--- src/rtl/amiga_trigger_pkg.sv ---
// Shared definitions for the AMIGA trigger link: codeword geometry, receiver
// state encoding, Hamming position map and the transmitter's SECDED encoder.
package amiga_trigger_pkg;

    localparam int LTS_LEN  = 16;
    localparam int CODE_LEN = 22;
    localparam int PAR_LEN  = 5;

    typedef enum logic [1:0] {
        IDLE   = 2'd0,
        RECV   = 2'd1,
        DECODE = 2'd2
    } rx_state_t;

    // Bit index (position - 1) of each data bit d0..d15 inside the codeword.
    localparam logic [4:0] DATA_IDX [LTS_LEN] = '{
        5'd2,  5'd4,  5'd5,  5'd6,
        5'd8,  5'd9,  5'd10, 5'd11, 5'd12, 5'd13, 5'd14,
        5'd16, 5'd17, 5'd18, 5'd19, 5'd20
    };

    // Bit index of each Hamming parity bit P1, P2, P4, P8, P16.
    localparam logic [4:0] PAR_IDX [PAR_LEN] = '{
        5'd0, 5'd1, 5'd3, 5'd7, 5'd15
    };

    // Bit index of the overall parity bit covering bits 20:0.
    localparam int OVERALL_IDX = CODE_LEN - 1;

    // SECDED encoder: place data, set each Pk so the syndrome of the
    // finished word is zero, then append overall even parity.
    function automatic logic [CODE_LEN-1:0] hamming_encode(input logic [LTS_LEN-1:0] lts);
        logic [CODE_LEN-1:0] code;
        logic [4:0]          syn;
        code = '0;
        for (int j = 0; j < LTS_LEN; j++) begin
            code[DATA_IDX[j]] = lts[j];
        end
        syn = '0;
        for (int i = 0; i < CODE_LEN - 1; i++) begin
            if (code[i]) begin
                syn = syn ^ 5'(i + 1);
            end
        end
        for (int k = 0; k < PAR_LEN; k++) begin
            code[PAR_IDX[k]] = syn[k];
        end
        code[OVERALL_IDX] = ^code[CODE_LEN-2:0];
        return code;
    endfunction

endpackage

--- src/rtl/amiga_hamming_decoder.sv ---
// Combinational SECDED decoder for one 22-bit trigger codeword: computes the
// syndrome and overall parity, repairs a single flipped bit and extracts LTS.
module amiga_hamming_decoder
    import amiga_trigger_pkg::*;
(
    input  logic [CODE_LEN-1:0] code,
    output logic [LTS_LEN-1:0]  data,
    output logic                corrected,
    output logic                uncorrectable
);

    logic [4:0]          syndrome;
    logic                parity;
    logic [CODE_LEN-1:0] fixed;

    // Syndrome/parity evaluation, single-bit repair and data extraction.
    always_comb begin
        syndrome      = '0;
        parity        = ^code;
        fixed         = code;
        corrected     = 1'b0;
        uncorrectable = 1'b0;
        data          = '0;

        for (int i = 0; i < CODE_LEN - 1; i++) begin
            if (code[i]) begin
                syndrome = syndrome ^ 5'(i + 1);
            end
        end

        if (syndrome == 5'd0) begin
            // Only the overall parity bit can be wrong here; data is intact.
            corrected = parity;
        end else if (parity && (syndrome <= 5'(CODE_LEN - 1))) begin
            fixed[syndrome - 5'd1] = ~fixed[syndrome - 5'd1];
            corrected              = 1'b1;
        end else begin
            // Even parity with a non-zero syndrome, or a syndrome pointing
            // outside the word: at least two bits are wrong.
            uncorrectable = 1'b1;
        end

        for (int j = 0; j < LTS_LEN; j++) begin
            data[j] = fixed[DATA_IDX[j]];
        end
    end

endmodule

--- src/rtl/amiga_trigger_rx.sv ---
// AMIGA trigger link receiver: synchronises the serial clock/data pair,
// deserialises 22-bit SECDED codewords, times out stalled frames and presents
// the decoded LTS with a one-cycle valid strobe.
module amiga_trigger_rx
    import amiga_trigger_pkg::*;
#(
    parameter int TIMEOUT = 64
) (
    input  logic               clock_120M,
    input  logic               reset,
    input  logic               clock_in,
    input  logic               lts_in,
    output logic [LTS_LEN-1:0] lts_out,
    output logic               valid,
    output logic               corrected,
    output logic               uncorrectable,
    output logic               frame_error,
    output logic               busy
);

    localparam int                IDLE_W    = $clog2(TIMEOUT + 1);
    localparam logic [IDLE_W-1:0] IDLE_LAST = IDLE_W'(TIMEOUT - 1);
    localparam logic [IDLE_W-1:0] IDLE_MAX  = IDLE_W'(TIMEOUT);
    localparam logic [4:0]        LAST_BIT  = 5'(CODE_LEN - 1);

    logic                clk_p0, clk_p1, clk_p2;
    logic                dat_p0, dat_p1;
    logic                rise;

    rx_state_t           state;
    logic [CODE_LEN-1:0] shift_reg;
    logic [4:0]          bit_cnt;
    logic [IDLE_W-1:0]   idle_cnt;

    logic [LTS_LEN-1:0]  dec_data;
    logic                dec_corrected;
    logic                dec_uncorrectable;

    // Two-flop synchronisers on clock and data plus one delay flop on the
    // synchronised clock for edge detection.
    always_ff @(posedge clock_120M or posedge reset) begin
        if (reset) begin
            clk_p0 <= 1'b0;
            clk_p1 <= 1'b0;
            clk_p2 <= 1'b0;
            dat_p0 <= 1'b0;
            dat_p1 <= 1'b0;
        end else begin
            clk_p0 <= clock_in;
            clk_p1 <= clk_p0;
            clk_p2 <= clk_p1;
            dat_p0 <= lts_in;
            dat_p1 <= dat_p0;
        end
    end

    assign rise = clk_p1 & ~clk_p2;

    amiga_hamming_decoder u_decoder (
        .code          (shift_reg),
        .data          (dec_data),
        .corrected     (dec_corrected),
        .uncorrectable (dec_uncorrectable)
    );

    // Frame FSM: shift bits on each rise, time out stalled frames, and
    // register the decoder result for one valid cycle after the last bit.
    always_ff @(posedge clock_120M or posedge reset) begin
        if (reset) begin
            state         <= IDLE;
            shift_reg     <= '0;
            bit_cnt       <= '0;
            idle_cnt      <= '0;
            lts_out       <= '0;
            valid         <= 1'b0;
            corrected     <= 1'b0;
            uncorrectable <= 1'b0;
            frame_error   <= 1'b0;
            busy          <= 1'b0;
        end else begin
            valid       <= 1'b0;
            frame_error <= 1'b0;

            case (state)
                IDLE: begin
                    bit_cnt <= '0;
                    busy    <= 1'b0;
                    if (rise) begin
                        shift_reg <= {shift_reg[CODE_LEN-2:0], dat_p1};
                        bit_cnt   <= 5'd1;
                        idle_cnt  <= '0;
                        busy      <= 1'b1;
                        state     <= RECV;
                    end
                end

                RECV: begin
                    if (rise) begin
                        shift_reg <= {shift_reg[CODE_LEN-2:0], dat_p1};
                        bit_cnt   <= bit_cnt + 5'd1;
                        idle_cnt  <= '0;
                        if (bit_cnt == LAST_BIT) begin
                            busy  <= 1'b0;
                            state <= DECODE;
                        end
                    end else if (idle_cnt == IDLE_LAST) begin
                        idle_cnt    <= IDLE_MAX;
                        frame_error <= 1'b1;
                        bit_cnt     <= '0;
                        busy        <= 1'b0;
                        state       <= IDLE;
                    end else if (idle_cnt != IDLE_MAX) begin
                        idle_cnt <= idle_cnt + 1'b1;
                    end
                end

                DECODE: begin
                    lts_out       <= dec_data;
                    corrected     <= dec_corrected;
                    uncorrectable <= dec_uncorrectable;
                    valid         <= 1'b1;
                    bit_cnt       <= '0;
                    state         <= IDLE;
                    // A rise landing in this cycle already starts the next frame.
                    if (rise) begin
                        shift_reg <= {shift_reg[CODE_LEN-2:0], dat_p1};
                        bit_cnt   <= 5'd1;
                        idle_cnt  <= '0;
                        busy      <= 1'b1;
                        state     <= RECV;
                    end
                end

                default: begin
                    bit_cnt <= '0;
                    busy    <= 1'b0;
                    state   <= IDLE;
                end
            endcase
        end
    end

endmodule

--- config.mk ---
export PLATFORM = sky130hd
export DESIGN_NAME = amiga_trigger_rx
export DESIGN_NICKNAME = d
export VERILOG_FILES = /design/src/rtl/amiga_trigger_pkg.sv /design/src/rtl/amiga_hamming_decoder.sv /design/src/rtl/amiga_trigger_rx.sv
export SDC_FILE = /design/constraint.sdc
export NUM_CORES = 1
export LEC_CHECK = 0
export BUFFER_PORTS_ARGS = -buffer_cell sky130_fd_sc_hd__buf_2
export CAP_MARGIN = 5
export CORE_ASPECT_RATIO = 1.75
export CORE_UTILIZATION = 55
export DETAILED_ROUTE_END_ITERATION = 16
export HOLD_SLACK_MARGIN = 0.15
export PLACE_DENSITY = 0.73
export SLEW_MARGIN = 20
export SYNTH_ARGS = -nofsm -noshare
export SYNTH_HDL_FRONTEND = slang
export SYNTH_SLANG_ARGS = --single-unit
export TNS_END_PERCENT = 50
--- constraint.sdc ---
create_clock -name clock_120M -period 8.13 [get_ports clock_120M]
set_input_delay 1.2195 -clock clock_120M [delete_from_list [all_inputs] [get_ports clock_120M]]
set_output_delay 1.2195 -clock clock_120M [all_outputs]
set_load 0.005 [all_outputs]
; Yosys cells after proc, flatten, opt, wreduce, memory -nomap -nowiden
; Cells that the tools add are included.
[word_totals]
reg_bits = 62
input_bits = 4
output_inout_bits = 21
[classes]
add_sub_neg = 3
magnitude_cmp = 3
eq_ne = 11
mux = 57
n_bitwise = 23
reduce_logical = 12
[ops]
columns = op, n
row1 = 21-bit 2-to-1 mux, 2
row2 = 5-bit 2-to-1 mux, 8
row3 = 4-bit 2-to-1 mux, 8
row4 = 7-bit 2-to-1 mux, 4
row5 = 22-bit bitwise mux, 1
row6 = 22-bit XOR reduction, 1
row7 = 1-bit 2-to-1 mux, 18
row8 = 2-bit NOT, 9
row9 = 3-bit NOT, 6
row10 = 7-bit case mux with 2 select lines, 1
row11 = 2-bit 2-to-1 mux, 6
row12 = 3-bit 2-to-1 mux, 4
row13 = 5-bit case mux with 2 select lines, 1
row14 = 3-bit AND reduction, 3
row15 = "7-bit by 1-bit adder with 7-bit output, second input constant", 1
row16 = "7-bit by 6-bit == test with 1-bit output, second input constant", 1
row17 = "7-bit != test, second input constant", 1
row18 = "5-bit by 6-bit less-than comparator with 1-bit output, second input constant", 1
row19 = "3-bit != test, second input constant", 2
row20 = 2-bit case mux with 3 select lines, 1
row21 = "5-bit by 1-bit adder with 5-bit output, second input constant", 1
row22 = 1-bit binary-select mux with 5-bit select, 1
row23 = 1-bit demux with 5-bit select, 1
row24 = "5-bit == test, second input constant", 1
row25 = 20 further kinds, 26

; Logic depth before layout (Yosys ltp)
[depth]
word_depth = 45
ltp_mapped = 13

; Modules after synthesis
; Synthesis repeated with hierarchy kept, for this count alone.
[hier_totals]
hier_cells = 312
area_unflattened_um2 = 3950.0
[modules_own_cells]
columns = module, n_inst, cells_per_inst, area_each_um2, seq_area_each_um2
row1 = amiga_trigger_rx, 1, 184, 2641.3, 1551.5
row2 = amiga_hamming_decoder, 1, 128, 1308.8, 0.0

; Worst setup path after synthesis
; OpenSTA, ideal clock, no wires.
[synth_path]
path_kind = flip-flop to flip-flop
from = register shift_reg[8]
to = register lts_out[10]
arrival_time_ns = 3.752
t_required_ns = 8.006
slack_ns = 4.254
path_stages_with_launch = 12
n_path_buf = 0
synth_period_minus_slack_ns = 3.876
path_cell_list = dfrtp_1 xnor2_1 xor3_1 xnor2_2 inv_2 ha_1 xor3_1 xnor2_1 mux4_2 nand4_1 nor2_1 a211o_1
[synth_between]
elab_chain_cells = 27
[synth_lines]
columns = item, line
row1 = start: declaration, amiga_trigger_rx.sv:31  ; logic [CODE_LEN-1:0] shift_reg;
row2 = start signal: assignment, amiga_trigger_rx.sv:89  ; shift_reg <= {shift_reg[CODE_LEN-2:0], dat_p1};
row3 = start signal: assignment, amiga_trigger_rx.sv:99  ; shift_reg <= {shift_reg[CODE_LEN-2:0], dat_p1};
row4 = start signal: assignment, amiga_trigger_rx.sv:126  ; shift_reg <= {shift_reg[CODE_LEN-2:0], dat_p1};
row5 = 4-bit 2-to-1 mux, amiga_hamming_decoder.sv:26  ; if (code[i]) begin
row6 = 4-bit 2-to-1 mux or 2-bit NOT (tied branches), --
row7 = 3-bit NOT (no line) or 4-bit 2-to-1 mux (tied branches), --
row8 = 4-bit 2-to-1 mux or 3-bit NOT (tied branches), --
row9 = 4-bit 2-to-1 mux, amiga_hamming_decoder.sv:26
row10 = 3-bit NOT (no line) or 2-bit NOT (tied branches), --
row11 = 4-bit 2-to-1 mux, amiga_hamming_decoder.sv:26
row12 = 4-bit 2-to-1 mux or 3-bit NOT (tied branches), --
row13 = [... 11 more ...], --
row14 = 5-bit by 1-bit subtractor with 5-bit output, amiga_hamming_decoder.sv:35  ; fixed[syndrome - 5'd1] = ~fixed[syndrome - 5'd1];
row15 = 5-bit by 6-bit less-than comparator with 1-bit output (not written as such) or 5-bit by 1-bit greater-or-equal comparator with 1-bit output (tied branches), amiga_hamming_decoder.sv:35
row16 = 1-bit logical AND (not written as such), amiga_hamming_decoder.sv:35
row17 = 1-bit 2-to-1 mux (not written as such), amiga_hamming_decoder.sv:35
row18 = 1-bit demux with 5-bit select, --
row19 = 22-bit bitwise mux, amiga_hamming_decoder.sv:35
row20 = 21-bit 2-to-1 mux, amiga_hamming_decoder.sv:34  ; end else if (parity && (syndrome <= 5'(CODE_LEN - 1))) begin
row21 = 21-bit 2-to-1 mux *, amiga_hamming_decoder.sv:31  ; if (syndrome == 5'd0) begin
row22 = end signal: assignment, amiga_trigger_rx.sv:118  ; lts_out <= dec_data;
row23 = end: declaration, amiga_trigger_rx.sv:13  ; output logic [LTS_LEN-1:0] lts_out,
; Mark *: on every way between the ends. The rest lies on a longest branch, timed or not. The select of a mux whose other input is x is not followed.
; A chain may end at the register's enable or synchronous reset.

; Final worst setup path
[layout_path]
from = register shift_reg[4]
to = register lts_out[10]
[layout_between]
elab_chain_cells = 33
[layout_lines]
columns = item, line
row1 = 3-bit 2-to-1 mux, amiga_hamming_decoder.sv:26
row2 = 3-bit 2-to-1 mux or 2-bit NOT (tied branches), --
row3 = 3-bit NOT (no line) or 3-bit 2-to-1 mux (tied branches), --
row4 = 3-bit 2-to-1 mux or 3-bit NOT (tied branches), --
row5 = 4-bit 2-to-1 mux or 3-bit 2-to-1 mux (tied branches), amiga_hamming_decoder.sv:26
row6 = 2-bit NOT (no line) or 4-bit 2-to-1 mux (tied branches), --
row7 = 4-bit 2-to-1 mux (2 in a row), amiga_hamming_decoder.sv:26
row8 = 3-bit NOT (no line) or 4-bit 2-to-1 mux (tied branches), --
row9 = [... 16 more ...], --
row10 = 5-bit by 1-bit subtractor with 5-bit output, amiga_hamming_decoder.sv:35
row11 = 5-bit by 6-bit less-than comparator with 1-bit output (not written as such) or 5-bit by 1-bit greater-or-equal comparator with 1-bit output (tied branches), amiga_hamming_decoder.sv:35
row12 = 1-bit logical AND (not written as such), amiga_hamming_decoder.sv:35
row13 = 1-bit 2-to-1 mux (not written as such), amiga_hamming_decoder.sv:35
row14 = 1-bit demux with 5-bit select, --
row15 = 22-bit bitwise mux, amiga_hamming_decoder.sv:35
row16 = 21-bit 2-to-1 mux, amiga_hamming_decoder.sv:34
row17 = 21-bit 2-to-1 mux *, amiga_hamming_decoder.sv:31
; Marked as above.

==> flow_summary.yaml <==
min_path:
  whs_path_depth: 0
  hold_class: "reg -> reg"
cts:
  clock_path_buffers: 2
  cts.repair.resized: 0
  cts_tree: "yes"
  cts_num_sinks: 62
  clk-insertion-delay-late_ns: 0.32
  cts.clk_slew.worst_paths_ns: 0.05
  numCtsBuffers: 9
  cts_hold_buf: 0
  htree_levels: 3
  cts_setup_buffers: 0
  clockRootBuffer: "clkbuf_16"
detailed_routing:
  ant_nets: 0
  drc: 0
  avgRoutedWirePerCell_um: 18.2
  drt-total-wl_mm: 8.11
  dr.pass1.iters: 4
  drtIter0Drc: 130
  vias: 2653
  drt-vias-per-instance: 5.96
logic_synthesis:
  yosys_warnings: 0
  synthArstFlopShare: 1.00
  synth_edf_count: 0
  synth.distinct_cells: 56
  synth.avg_cell_area_um2: 11.0
  synthCells: 334
  synth-main-ff-cell: "dfrtp_1"
  synth_area_um2: 3690
  syn_nets: 345
  yosysSeqAreaShare: 0.421
  ys_seq_elements: 62
timing:
  final_max_slew_viol_count: 0
  fin_skew_ns: 0.00649
  setup_viol: 0
  hold_ws_ns: 0.349
  min_period_ns: 4.34
  setup_tns_ns: 0
  fmax_mhz: 230
  period_share: 0.534
  slew_headroom: 0.374
  rsz0062_at_grt: "false"
  final_hold_viol_count: 0
  tightest_slew_ns: 0.939
critical_path:
  worstSetupPathType: "reg -> reg"
  cp_max_fo: 10
  required_ns: 8.34
  startpoint_type: "flop"
  arrival_ns: 4.55
  cp-end-kind: "flop"
  r2r_cells: 11
placement:
  place_congestion: 0.942
  dp_hpwl_mm: 5.96
  port_buffers: 24
floorplanning:
  rows: 39
  start_util: 0.568
  die_h_um: 110
  core_um2: 6490
  die_area_um2: 7050
  fp.dieW_um: 63.9
  ios: 25
layout:
  drive_above_1_share: 0.212
  seqCellArea_um2: 1550
  largest_reg_flops: 22
  area_delta_synth_final_pct: 12.9
  num_antenna_cells: 0
  fillCellCount: 535
  multiInputGateArea_um2: 2050
  nets: 370
grt:
  grt_pass1_wl_mm: 13.3
  grt_util_all_layers: 0.254
  grt_pass1_vias: 2664
  grt.overflow.total: 0
  antenna_found_initial: 0
  grt_max_degree: 63
run_status:
  status: "finished clean"
job:
  drv_cap: 0
[metal layers]
metal	vias up	part of all wire	GRT usage
met4	0	0.018	0.143
met3	10	0.024	0.0432
met5	-	0	0
met2	45	0.56	0.462
met1	1316	0.40	0.276
li1	1282	-	-
[path summary, 6_finish.rpt]
check | start | endpoint | slack (ns)
setup / recovery | shift_reg[4] | lts_out[10] | 3.79
hold / removal | clk_p0 | clk_p1 | 0.35
setup reg to reg | shift_reg[4] | lts_out[10] | 3.79
hold reg to reg | clk_p0 | clk_p1 | 0.35
max in group asynchronous | reset | shift_reg[0] | 6.51
min in group asynchronous | reset | valid | 1.12
[per-stage QoR]
stage	utilization	cell area, µm²	setup slack, ns	std cells
2_1_floorplan	-	3690	4.25	334
3_3_place_gp	0.598	3880	3.95	430
3_5_place_dp	0.598	3880	3.82	430
4_1_cts	0.641	4160	3.79	445
5_1_grt	0.641	4160	3.57	445
6_report	0.641	4160	3.79	445
[layout by cell type (no fill, tap or decap), types with 5 or more instances in the layout]
| master | netlist | final |
|---|---|---|
| mux2_2 | 23 | 23 |
| inv_1 | 9 | 8 |
| xor2_1 | 7 | 7 |
| nand3_1 | 12 | 12 |
| nand2b_1 | 5 | 5 |
| nand4_1 | 5 | 5 |
| xnor3_1 | 6 | 6 |
| dfrtp_1 | 62 | 62 |
| xnor2_1 | 22 | 22 |
| clkbuf_16 | 0 | 9 |
| nand2_1 | 29 | 29 |
| a21oi_1 | 5 | 5 |
| o21ai_0 | 23 | 23 |
| ha_1 | 7 | 7 |
| o211ai_1 | 14 | 14 |
| buf_2 | 2 | 24 |
| nor2_1 | 13 | 13 |
| mux2i_1 | 15 | 15 |
[synth_stat cells, types with 2 or more instances]
cell / instances / area share
buf_2: 2 / 0.0027
nor2_1: 13 / 0.013
nor2b_1: 2 / 0.0034
nand3_1: 12 / 0.016
xor2_1: 7 / 0.017
o211ai_1: 14 / 0.029
nand2_1: 29 / 0.030
buf_1: 2 / 0.0020
xnor2_1: 22 / 0.052
clkbuf_1: 9 / 0.0092
mux2i_1: 15 / 0.041
a221o_1: 2 / 0.0054
or3b_2: 2 / 0.0048
nor3_1: 4 / 0.0054
xor3_1: 4 / 0.026
mux4_2: 2 / 0.012
a211o_1: 2 / 0.0048
ha_1: 7 / 0.024
nand4_1: 5 / 0.0085
a21o_1: 3 / 0.0061
inv_1: 9 / 0.0092
o21ai_0: 23 / 0.031
nor4_1: 3 / 0.0051
dfrtp_1: 62 / 0.42
nand2b_1: 5 / 0.0085
o311a_1: 4 / 0.011
mux2_2: 23 / 0.070
o31ai_1: 3 / 0.0061
or2_2: 2 / 0.0034
o311ai_0: 4 / 0.0095
and3_1: 2 / 0.0034
xnor3_1: 6 / 0.037
a21oi_1: 5 / 0.0068
xnor2_2: 2 / 0.0088
a31oi_1: 2 / 0.0034
[critical path, stage by stage, from the launching register on]
cell and delay (ns):
dfrtp_1 0.45, xnor3_1 0.42, xnor2_1 0.36, xnor2_2 0.21
inv_2 0.26, ha_1 0.35, xor3_1 0.51, xnor2_1 0.59
mux4_2 0.60, nand4_1 0.15, nor2_1 0.06, a211o_1 0.27
[cell type report]
class                   instances  area share
flip-flops and latches         62       0.373
multi-input cells             249       0.492
well taps                      82      0.0246
repair buffers                 27      0.0343
inverters                      10     0.00902
clock buffers                  11      0.0559
clock inverters                 4      0.0117
[logic make-up (layout without fill, tap and decap cells)]
| kind of cell | count (synthesis) | in the layout | share of synthesized area |
|---|---|---|---|
| buf+inv | 23 | 52 | 0.0241 |
| mux | 40 | 40 | 0.123 |
| xor+xnor | 43 | 43 | 0.153 |
| flops | 62 | 62 | 0.421 |
| compound gates | 73 | 73 | 0.138 |
| simple gates | 85 | 85 | 0.114 |
| fa+ha+maj | 8 | 8 | 0.0265 |
Power is left out: the tool's default activity adds up to more than one toggle a clock period on the data nets, which glitch-free logic cannot reach.
